$ cat config.mk
export PLATFORM = sky130hd
export DESIGN_NAME = ex_stage_unit_flat
export DESIGN_NICKNAME = d
export VERILOG_FILES = /design/src/rtl/ex_stage_unit_if.sv /design/src/rtl/ex_stage_unit.sv /design/src/flat_wrapper.sv
export SDC_FILE = /design/constraint.sdc
export NUM_CORES = 1
export LEC_CHECK = 0
export ABC_AREA = 1
export CAP_MARGIN = 20
export CORE_MARGIN = 8
export CORE_UTILIZATION = 47
export CTS_CLUSTER_SIZE = 30
export DETAILED_ROUTE_END_ITERATION = 10
export GPL_ROUTABILITY_DRIVEN = 0
export PLACE_DENSITY = 0.79
export SYNTH_ARGS = -nofsm -noshare
export SYNTH_HDL_FRONTEND = slang
export SYNTH_SLANG_ARGS = --single-unit
$ cat constraint.sdc
create_clock -name clk -period 3.41 [get_ports clk]
set_clock_uncertainty 0.1 [all_clocks]
set_input_delay 0.5115 -clock clk [delete_from_list [all_inputs] [get_ports clk]]
set_output_delay 0.5115 -clock clk [all_outputs]
set_load 0.02 [all_outputs]
$ cat src/rtl/ex_stage_unit_if.sv
// ex_stage_unit_if -- bundle of the ID/EX latch inputs and the EX results
// passed on to MEM. The ID side (or a testbench) uses the master modport and
// the execute stage uses the slave modport.
interface ex_stage_unit_if;
   logic [31:0] ir_i;   // instruction from ID
   logic [31:0] npc_i;  // PC+4 from ID
   logic [31:0] a_i;    // rs operand value
   logic [31:0] b_i;    // rt operand value
   logic [31:0] imm_i;  // sign-extended immediate
   logic        cond;   // registered branch-taken flag
   logic [31:0] alu_o;  // ALU result
   logic        zf_o;   // zero flag
   logic        of_o;   // signed overflow flag
   logic [31:0] b_o;    // latched rt value for stores
   logic [31:0] ir_o;   // latched instruction

   modport master (
      output ir_i, npc_i, a_i, b_i, imm_i,
      input  cond, alu_o, zf_o, of_o, b_o, ir_o
   );

   modport slave (
      input  ir_i, npc_i, a_i, b_i, imm_i,
      output cond, alu_o, zf_o, of_o, b_o, ir_o
   );
endinterface

$ cat src/rtl/ex_stage_unit.sv
// ex_stage_unit -- execute stage of the 32-bit R/I/J CPU.
// Latches instruction/operands on the falling clock edge, decodes the
// latched instruction into a 3-bit ALU operation and evaluates the ALU
// combinationally. The branch condition is evaluated on the incoming
// operand and registered alongside the instruction.
// Optional feature: define EX_FLUSH_EN to add a flush input that loads a
// bubble (all-zero instruction and operands) instead of the incoming data.
module ex_stage_unit #(
   parameter int IMM_SHIFT = 2
) (
   input  logic clk,
   input  logic rst,
`ifdef EX_FLUSH_EN
   input  logic flush,
`endif
   ex_stage_unit_if.slave bus
);

   localparam logic [5:0] OPC_ALUR  = 6'h00;
   localparam logic [5:0] OPC_BEQZ  = 6'h04;
   localparam logic [5:0] OPC_BNEZ  = 6'h05;
   localparam logic [5:0] OPC_ADDI  = 6'h08;
   localparam logic [5:0] OPC_SLTIU = 6'h0B;
   localparam logic [5:0] OPC_ANDI  = 6'h0C;
   localparam logic [5:0] OPC_ORI   = 6'h0D;
   localparam logic [5:0] OPC_XORI  = 6'h0E;

   typedef enum logic [2:0] {
      ALU_AND  = 3'b000,
      ALU_OR   = 3'b001,
      ALU_XOR  = 3'b010,
      ALU_NOR  = 3'b011,
      ALU_ADD  = 3'b100,
      ALU_SUB  = 3'b101,
      ALU_SLTU = 3'b110,
      ALU_SLLV = 3'b111
   } alu_op_e;

   logic [31:0] ir_q,   ir_d;
   logic [31:0] a_q,    a_d;
   logic [31:0] b_q,    b_d;    // ALU operand B (rt, immediate or shifted offset)
   logic [31:0] rt_q,   rt_d;   // raw rt value forwarded to MEM for stores
   logic        cond_q, cond_d;

   logic [5:0]  in_opcode;
   logic        in_is_alur;
   logic        in_is_branch;
   logic        in_taken;

   alu_op_e     alu_op;
   logic [31:0] alu_res;
   logic        alu_of;

   // Operand-select decode looks at the incoming instruction so the mux
   // choice always matches the instruction being latched.
   assign in_opcode    = bus.ir_i[31:26];
   assign in_is_alur   = (in_opcode == OPC_ALUR);
   assign in_is_branch = (in_opcode == OPC_BEQZ) || (in_opcode == OPC_BNEZ);
   assign in_taken     = ((in_opcode == OPC_BEQZ) && (bus.a_i == 32'd0)) ||
                         ((in_opcode == OPC_BNEZ) && (bus.a_i != 32'd0));

   // Next-state values for the ID/EX latch, including the optional bubble.
   always_comb begin
      ir_d   = bus.ir_i;
      a_d    = in_is_branch ? bus.npc_i : bus.a_i;
      b_d    = bus.imm_i;
      rt_d   = bus.b_i;
      cond_d = in_taken;
      if (in_is_alur) begin
         b_d = bus.b_i;
      end else if (in_is_branch) begin
         b_d = bus.imm_i << IMM_SHIFT;
      end
`ifdef EX_FLUSH_EN
      if (flush) begin
         ir_d   = 32'd0;
         a_d    = 32'd0;
         b_d    = 32'd0;
         rt_d   = 32'd0;
         cond_d = 1'b0;
      end
`endif
   end

   // Stage registers update on the falling edge; reset clears them at once.
   always_ff @(negedge clk or negedge rst) begin
      if (!rst) begin
         ir_q   <= 32'd0;
         a_q    <= 32'd0;
         b_q    <= 32'd0;
         rt_q   <= 32'd0;
         cond_q <= 1'b0;
      end else begin
         ir_q   <= ir_d;
         a_q    <= a_d;
         b_q    <= b_d;
         rt_q   <= rt_d;
         cond_q <= cond_d;
      end
   end

   // ALU controller: map the latched opcode/funct to an ALU operation.
   always_comb begin
      alu_op = ALU_ADD;
      case (ir_q[31:26])
         OPC_ALUR: begin
            case (ir_q[5:0])
               6'h24:   alu_op = ALU_AND;
               6'h25:   alu_op = ALU_OR;
               6'h26:   alu_op = ALU_XOR;
               6'h27:   alu_op = ALU_NOR;
               6'h20:   alu_op = ALU_ADD;
               6'h22:   alu_op = ALU_SUB;
               6'h2B:   alu_op = ALU_SLTU;
               6'h04:   alu_op = ALU_SLLV;
               default: alu_op = ALU_ADD;
            endcase
         end
         OPC_ANDI:  alu_op = ALU_AND;
         OPC_ORI:   alu_op = ALU_OR;
         OPC_XORI:  alu_op = ALU_XOR;
         OPC_SLTIU: alu_op = ALU_SLTU;
         OPC_ADDI:  alu_op = ALU_ADD;
         default:   alu_op = ALU_ADD;   // lw, sw, branch target and unknown
      endcase
   end

   // ALU: result and signed-overflow flag from the latched operands.
   always_comb begin
      alu_res = 32'd0;
      alu_of  = 1'b0;
      case (alu_op)
         ALU_AND:  alu_res = a_q & b_q;
         ALU_OR:   alu_res = a_q | b_q;
         ALU_XOR:  alu_res = a_q ^ b_q;
         ALU_NOR:  alu_res = ~(a_q | b_q);
         ALU_ADD: begin
            alu_res = a_q + b_q;
            alu_of  = (a_q[31] == b_q[31]) && (alu_res[31] != a_q[31]);
         end
         ALU_SUB: begin
            alu_res = a_q - b_q;
            alu_of  = (a_q[31] != b_q[31]) && (alu_res[31] != a_q[31]);
         end
         ALU_SLTU: alu_res = {31'd0, (a_q < b_q)};
         ALU_SLLV: alu_res = b_q << a_q[4:0];
         default:  alu_res = 32'd0;
      endcase
   end

   assign bus.alu_o = alu_res;
   assign bus.zf_o  = (alu_res == 32'd0);
   assign bus.of_o  = alu_of;
   assign bus.b_o   = rt_q;
   assign bus.ir_o  = ir_q;
   assign bus.cond  = cond_q;

endmodule

$ cat src/flat_wrapper.sv
// flat-port wrapper written by rule: the top's interface ports become plain ports
module ex_stage_unit_flat 
#(
   parameter int IMM_SHIFT = 2
)
  (clk, rst, bus_ir_i, bus_npc_i, bus_a_i, bus_b_i, bus_imm_i, bus_cond, bus_alu_o, bus_zf_o, bus_of_o, bus_b_o, bus_ir_o);
  ex_stage_unit_if bus_i ();
  input  logic clk;
  input  logic rst;
  input wire logic [$bits(bus_i.ir_i)-1:0] bus_ir_i;
  input wire logic [$bits(bus_i.npc_i)-1:0] bus_npc_i;
  input wire logic [$bits(bus_i.a_i)-1:0] bus_a_i;
  input wire logic [$bits(bus_i.b_i)-1:0] bus_b_i;
  input wire logic [$bits(bus_i.imm_i)-1:0] bus_imm_i;
  output wire logic [$bits(bus_i.cond)-1:0] bus_cond;
  output wire logic [$bits(bus_i.alu_o)-1:0] bus_alu_o;
  output wire logic [$bits(bus_i.zf_o)-1:0] bus_zf_o;
  output wire logic [$bits(bus_i.of_o)-1:0] bus_of_o;
  output wire logic [$bits(bus_i.b_o)-1:0] bus_b_o;
  output wire logic [$bits(bus_i.ir_o)-1:0] bus_ir_o;
  assign bus_i.ir_i = bus_ir_i;
  assign bus_i.npc_i = bus_npc_i;
  assign bus_i.a_i = bus_a_i;
  assign bus_i.b_i = bus_b_i;
  assign bus_i.imm_i = bus_imm_i;
  assign bus_cond = bus_i.cond;
  assign bus_alu_o = bus_i.alu_o;
  assign bus_zf_o = bus_i.zf_o;
  assign bus_of_o = bus_i.of_o;
  assign bus_b_o = bus_i.b_o;
  assign bus_ir_o = bus_i.ir_o;
  ex_stage_unit #(.IMM_SHIFT(IMM_SHIFT)) u_core (.clk(clk), .rst(rst), .bus(bus_i));
endmodule
==> run_results.csv, run 1 <==
group,metric,value,unit
placement,numPortBuffers,260,
yosys,syn_inst,2338,
yosys,syn-mean-instance-area,5.95,um^2
yosys,synth_top_family_by_area,"simple AND/OR/NAND/NOR gates",
yosys,synth_common_cells,"743 x nand2_1, 351 x inv_1, 317 x nand3_1",
yosys,ys_seq_area_share,23.2,%
yosys,async_flop_share,100,%
yosys,yosys.area.top_type,"dfrtn_1",
yosys,synth-edff-count,0,
yosys,synth_most_common_cell,"nand2_1",
yosys,yosys.area_share.simple,44.8,%
clocking,hold_buffers,0,
yosys,synth_top_area_share,23.2,%
floorplan,die-width,188,um
yosys,muxShareOfSynthArea,2.27,%
yosys,synth_area,0.0139,mm^2
yosys,syn_nets,2604,
yosys,synth-compound-area-share,5.38,%
clocking,clockBufferDepth,2,
placement,post_dp_cell_area,0.0204,mm^2
yosys,synth_xor_area_share,1.64,%
clocking,numCtsBuffers,17,
outcome,status,"stopped before the end",
global_route,grt_use_total,74.4,%
floorplan,dieHeight,188,um
yosys,yosysWarnings,0,
floorplan,io_pins,261,
clocking,cts.htree.levels,4,
floorplan,initial_core_util,47.3,%
yosys,yosysUniqueCellTypes,42,
outcome,firstError,"[ERROR GRT-0232] Routing congestion too high. Check the congestion heatmap in the GUI.",
yosys,ys_seq_elements,129,
clocking,cts_root_buf,"clkbuf_16",
yosys,ys.flop_type,"dfrtn_1",
global_route,grt-ovfl-total,66,
placement,placed_cells,3318,
placement,dp_hpwl,50.2,mm
outcome,haltStage,"global routing (5_1_grt)",
clocking,cts_sinks,129,
global_route,grt_max_degree,43,
yosys,synth_area_leaders,"dfrtn_1 23%, nand2_1 20%, nand3_1 11%, inv_1 9.5%, ha_1 9.2%",
floorplan,core.rowCount,63,
yosys,synth_fa_ha_area_share,9.47,%
-- repair_timing --
item,4_1_cts
gates resized for setup,914
setup endpoints to repair,113
buffers inserted,111
pin swaps,169
cloned,8
hold endpoints to repair,0
-- cell families after synthesis --
family	after synthesis
compound gates	133
buf+inv	455
flops	129
xor+xnor	26
simple gates	1463
mux	28
fa+ha+maj	104
-- per-layer routing --
layer	overflow	global-route usage, %
met3	5	70.2
met1	5	72.0
met2	32	86.5
met4	24	67.5
met5	0	46.4
-- stage by stage --
stage	TNS, ps	setup slack [ps]
global placement	-84230	-2550
detailed placement	-88330	-2620
floorplan	-31580	-1530
CTS	-58390	-2160
==> inputs of run 2 (changes only) <==
--- a/config.mk
+++ b/config.mk
@@ -8,11 +8,10 @@
 export ABC_AREA = 1
 export CAP_MARGIN = 20
 export CORE_MARGIN = 8
-export CORE_UTILIZATION = 47
-export CTS_CLUSTER_SIZE = 30
+export CORE_UTILIZATION = 32
 export DETAILED_ROUTE_END_ITERATION = 10
 export GPL_ROUTABILITY_DRIVEN = 0
-export PLACE_DENSITY = 0.79
+export PLACE_DENSITY_LB_ADDON = 0.15
 export SYNTH_ARGS = -nofsm -noshare
 export SYNTH_HDL_FRONTEND = slang
 export SYNTH_SLANG_ARGS = --single-unit
==> run_results.csv, run 2 <==
group,metric,value,unit
drt,vias,18700,
layout,mostFrequentLayoutCells,"573 x nand2_1, 479 x buf_4, 269 x inv_1, 246 x nand3_1, 166 x nor2_1",
clocking,cts_tree,"yes",
drt,drc,0,
setup_path,start_kind,"register",
global_route,grt-ovfl-total,0,
yosys,synth_common_cells,"743 x nand2_1, 351 x inv_1, 317 x nand3_1",
worst_hold_path,hold_path_class,"primary input to asynchronous set/reset pin",
timing,hold_slack,1470,ps
power_and_ir_drop,pwr-share-clk,22.9,%
power_and_ir_drop,seq_power_share,21.7,%
yosys,syn-mean-instance-area,5.95,um^2
global_route,grt_max_degree,40,
power_and_ir_drop,peakVddDrop,350,uV
power_and_ir_drop,total_power,7.81,mW
yosys,synth-edff-count,0,
yosys,syn_inst,2338,
yosys,yosysWarnings,0,
clocking,cts_root_buf,"clkbuf_16",
yosys,async_flop_share,100,%
yosys,syn_nets,2604,
timing,fin_ws,-2210,ps
drt,wl_per_cell,19.0,um
yosys,ys.flop_type,"dfrtn_1",
global_route,grt_pass1_vias,18500,
layout,post-route-util,57.8,%
floorplan,initial_core_util,32.4,%
floorplan,io_pins,261,
outcome,violations,"setup timing",
clocking,cts.htree.levels,4,
timing,setup_tns,-61500,ps
power_and_ir_drop,swShare,40.6,%
yosys,ys_seq_area_share,23.2,%
yosys,synth_top_area_share,23.2,%
run,cap_violations,0,
yosys,yosysUniqueCellTypes,42,
global_route,grt_use_total,26.5,%
outcome,status,"finished, violations left",
global_route,grt_pass1_wl,103,mm
setup_path,worstPathArrival,5010,ps
floorplan,core.rowCount,76,
clocking,hold_buffers,0,
drt,ant_nets,0,
clocking,clkSlewWorstSetupHoldPaths,40,ps
layout,final_common_cell,"nand2_1",
placement,place_ws,-2700,ps
power_and_ir_drop,p_leak,12.8,nW
floorplan,die-width,224,um
layout,syn_to_final_growth,78.6,%
timing,slew_violations,0,
timing,worstMarginPinSlew,435,ps
placement,dp_hpwl,55.9,mm
setup_path,crit_path_end_kind,"primary output",
clocking,cts_sinks,129,
clocking,numCtsBuffers,17,
placement,numPortBuffers,260,
yosys,ys_seq_elements,129,
floorplan,dieHeight,224,um
layout,final_layout_size_suffix_gt1_share,42.2,%
layout,nets,3359,
global_route,grt_antenna_before_repair,2,
drt,drt-initial-drc-count,1804,
setup_path,path_max_fanout,5,
drt,drt_wl_total,70.2,mm
yosys,synth_area,0.0139,mm^2
timing,hold_viol_final,0,
power_and_ir_drop,power_frac_comb,55.4,%
drt,drt_pre_antenna_iters,6,
setup_path,required,2800,ps
power_and_ir_drop,p_int,4.63,mW
power_and_ir_drop,switchingPower,3.17,mW
timing,rsz0062_at_grt,"true",
drt,viasPerCell,5.07,
yosys,yosys.area.top_type,"dfrtn_1",
setup_path,crit_type,"register to primary output",
floorplan,die_area,0.0504,mm^2
yosys,synth_most_common_cell,"nand2_1",
clocking,clockBufferDepth,2,
floorplan,core,0.0430,mm^2
power_and_ir_drop,p_per_area,314,mW/mm^2
timing,finalSetupViolations,41,
yosys,synth_area_leaders,"dfrtn_1 23%, nand2_1 20%, nand3_1 11%, inv_1 9.5%, ha_1 9.2%",
timing,relSlewSlack,70.9,%
run 2: stage by stage:
stage                     cells  cell area (um^2)
after detailed placement   3556             20900
final                      3691             24800
after CTS                  3646             23600
after global placement     3556             20900
after floorplan            2338             14400
after global routing       3690             24800
run 2: cell families (layout without fill, tap and decap cells):
family / after synthesis / in the layout / share of synthesized area (%)
XOR/XNOR: 26 / 26 / 1.64
buffers and inverters: 455 / 1222 / 13.2
AO/OA/AOI/OAI: 133 / 133 / 5.38
other: 0 / 1 / 0
adder cells (fa/ha/maj): 104 / 104 / 9.47
flip-flops: 129 / 129 / 23.2
AND/OR/NAND/NOR: 1463 / 1463 / 44.8
multiplexers: 28 / 28 / 2.27
run 2: worst paths after layout:
path / start / end / slack (ps) / depth (start not counted)
max in group asynchronous: rst / u_core.b_q[2] / 1140 / 2
hold / removal: rst / u_core.bus.ir_o[6] / 1470 / 1
min in group clk: bus_ir_i[26] / u_core.bus.ir_o[26] / 1880 / 2
setup / recovery: u_core.a_q[6] / bus_zf_o / -2210 / 21
run 2: timing repair:
| action | CTS | global route |
|---|---|---|
| resized for setup | 825 | 337 |
| endpoints found under the setup margin | 121 | 74 |
| gates cloned | 4 | 1 |
| pin swaps | 137 | 140 |
| buffers inserted | 64 | 46 |
run 2: final cells by class:
type / instances / area [um^2]
Fill cell: 4015 / 18200
Clock buffer: 19 / 443
Inverter: 358 / 1370
Tap cell: 585 / 732
Antenna cell: 1 / 2.50
Timing Repair Buffer: 833 / 7580
Clock inverter: 12 / 124
Multi-Input combinational cell: 1754 / 11400
Sequential cell: 129 / 3230
run 2: power groups by stage:
stage | clock [mW] | sequential, mW | combinational [mW]
6_report | 1.79 | 1.70 | 4.32
2_1_floorplan | 0 | 1.77 | 1.58
5_1_grt | 1.90 | 1.70 | 4.59
4_1_cts | 1.84 | 1.69 | 3.91
3_3_place_gp | 0 | 1.71 | 3.45
3_5_place_dp | 0 | 1.71 | 3.47
run 2: worst max-delay path, stage by stage, from the launching register on:
cell     delay (ps)
dfrtn_1         470
inv_2            60
ha_4            250
buf_4           170
nor2_2          150
nand2_1         140
nor2_1          200
nand2_2          90
nand3_4          90
nand2_2          80
nand2_1          70
nand2_1          60
nand3_2          80
nand2_2          70
nor2_4          130
nand3_4         110
nor2_4          130
nand2_2          80
nor2_4          130
nand2_4          90
nor2_4          110
buf_6           120
run 2: routing by layer:
layer	routed length [um]	vias to the layer above	track usage (%)
met3	6810	155	6.25
met4	3200	0	11.2
met2	31800	937	42.2
li1	-	8871	-
met1	28300	8754	34.0
met5	0	-	0
Power figures use the tool's default switching activity.
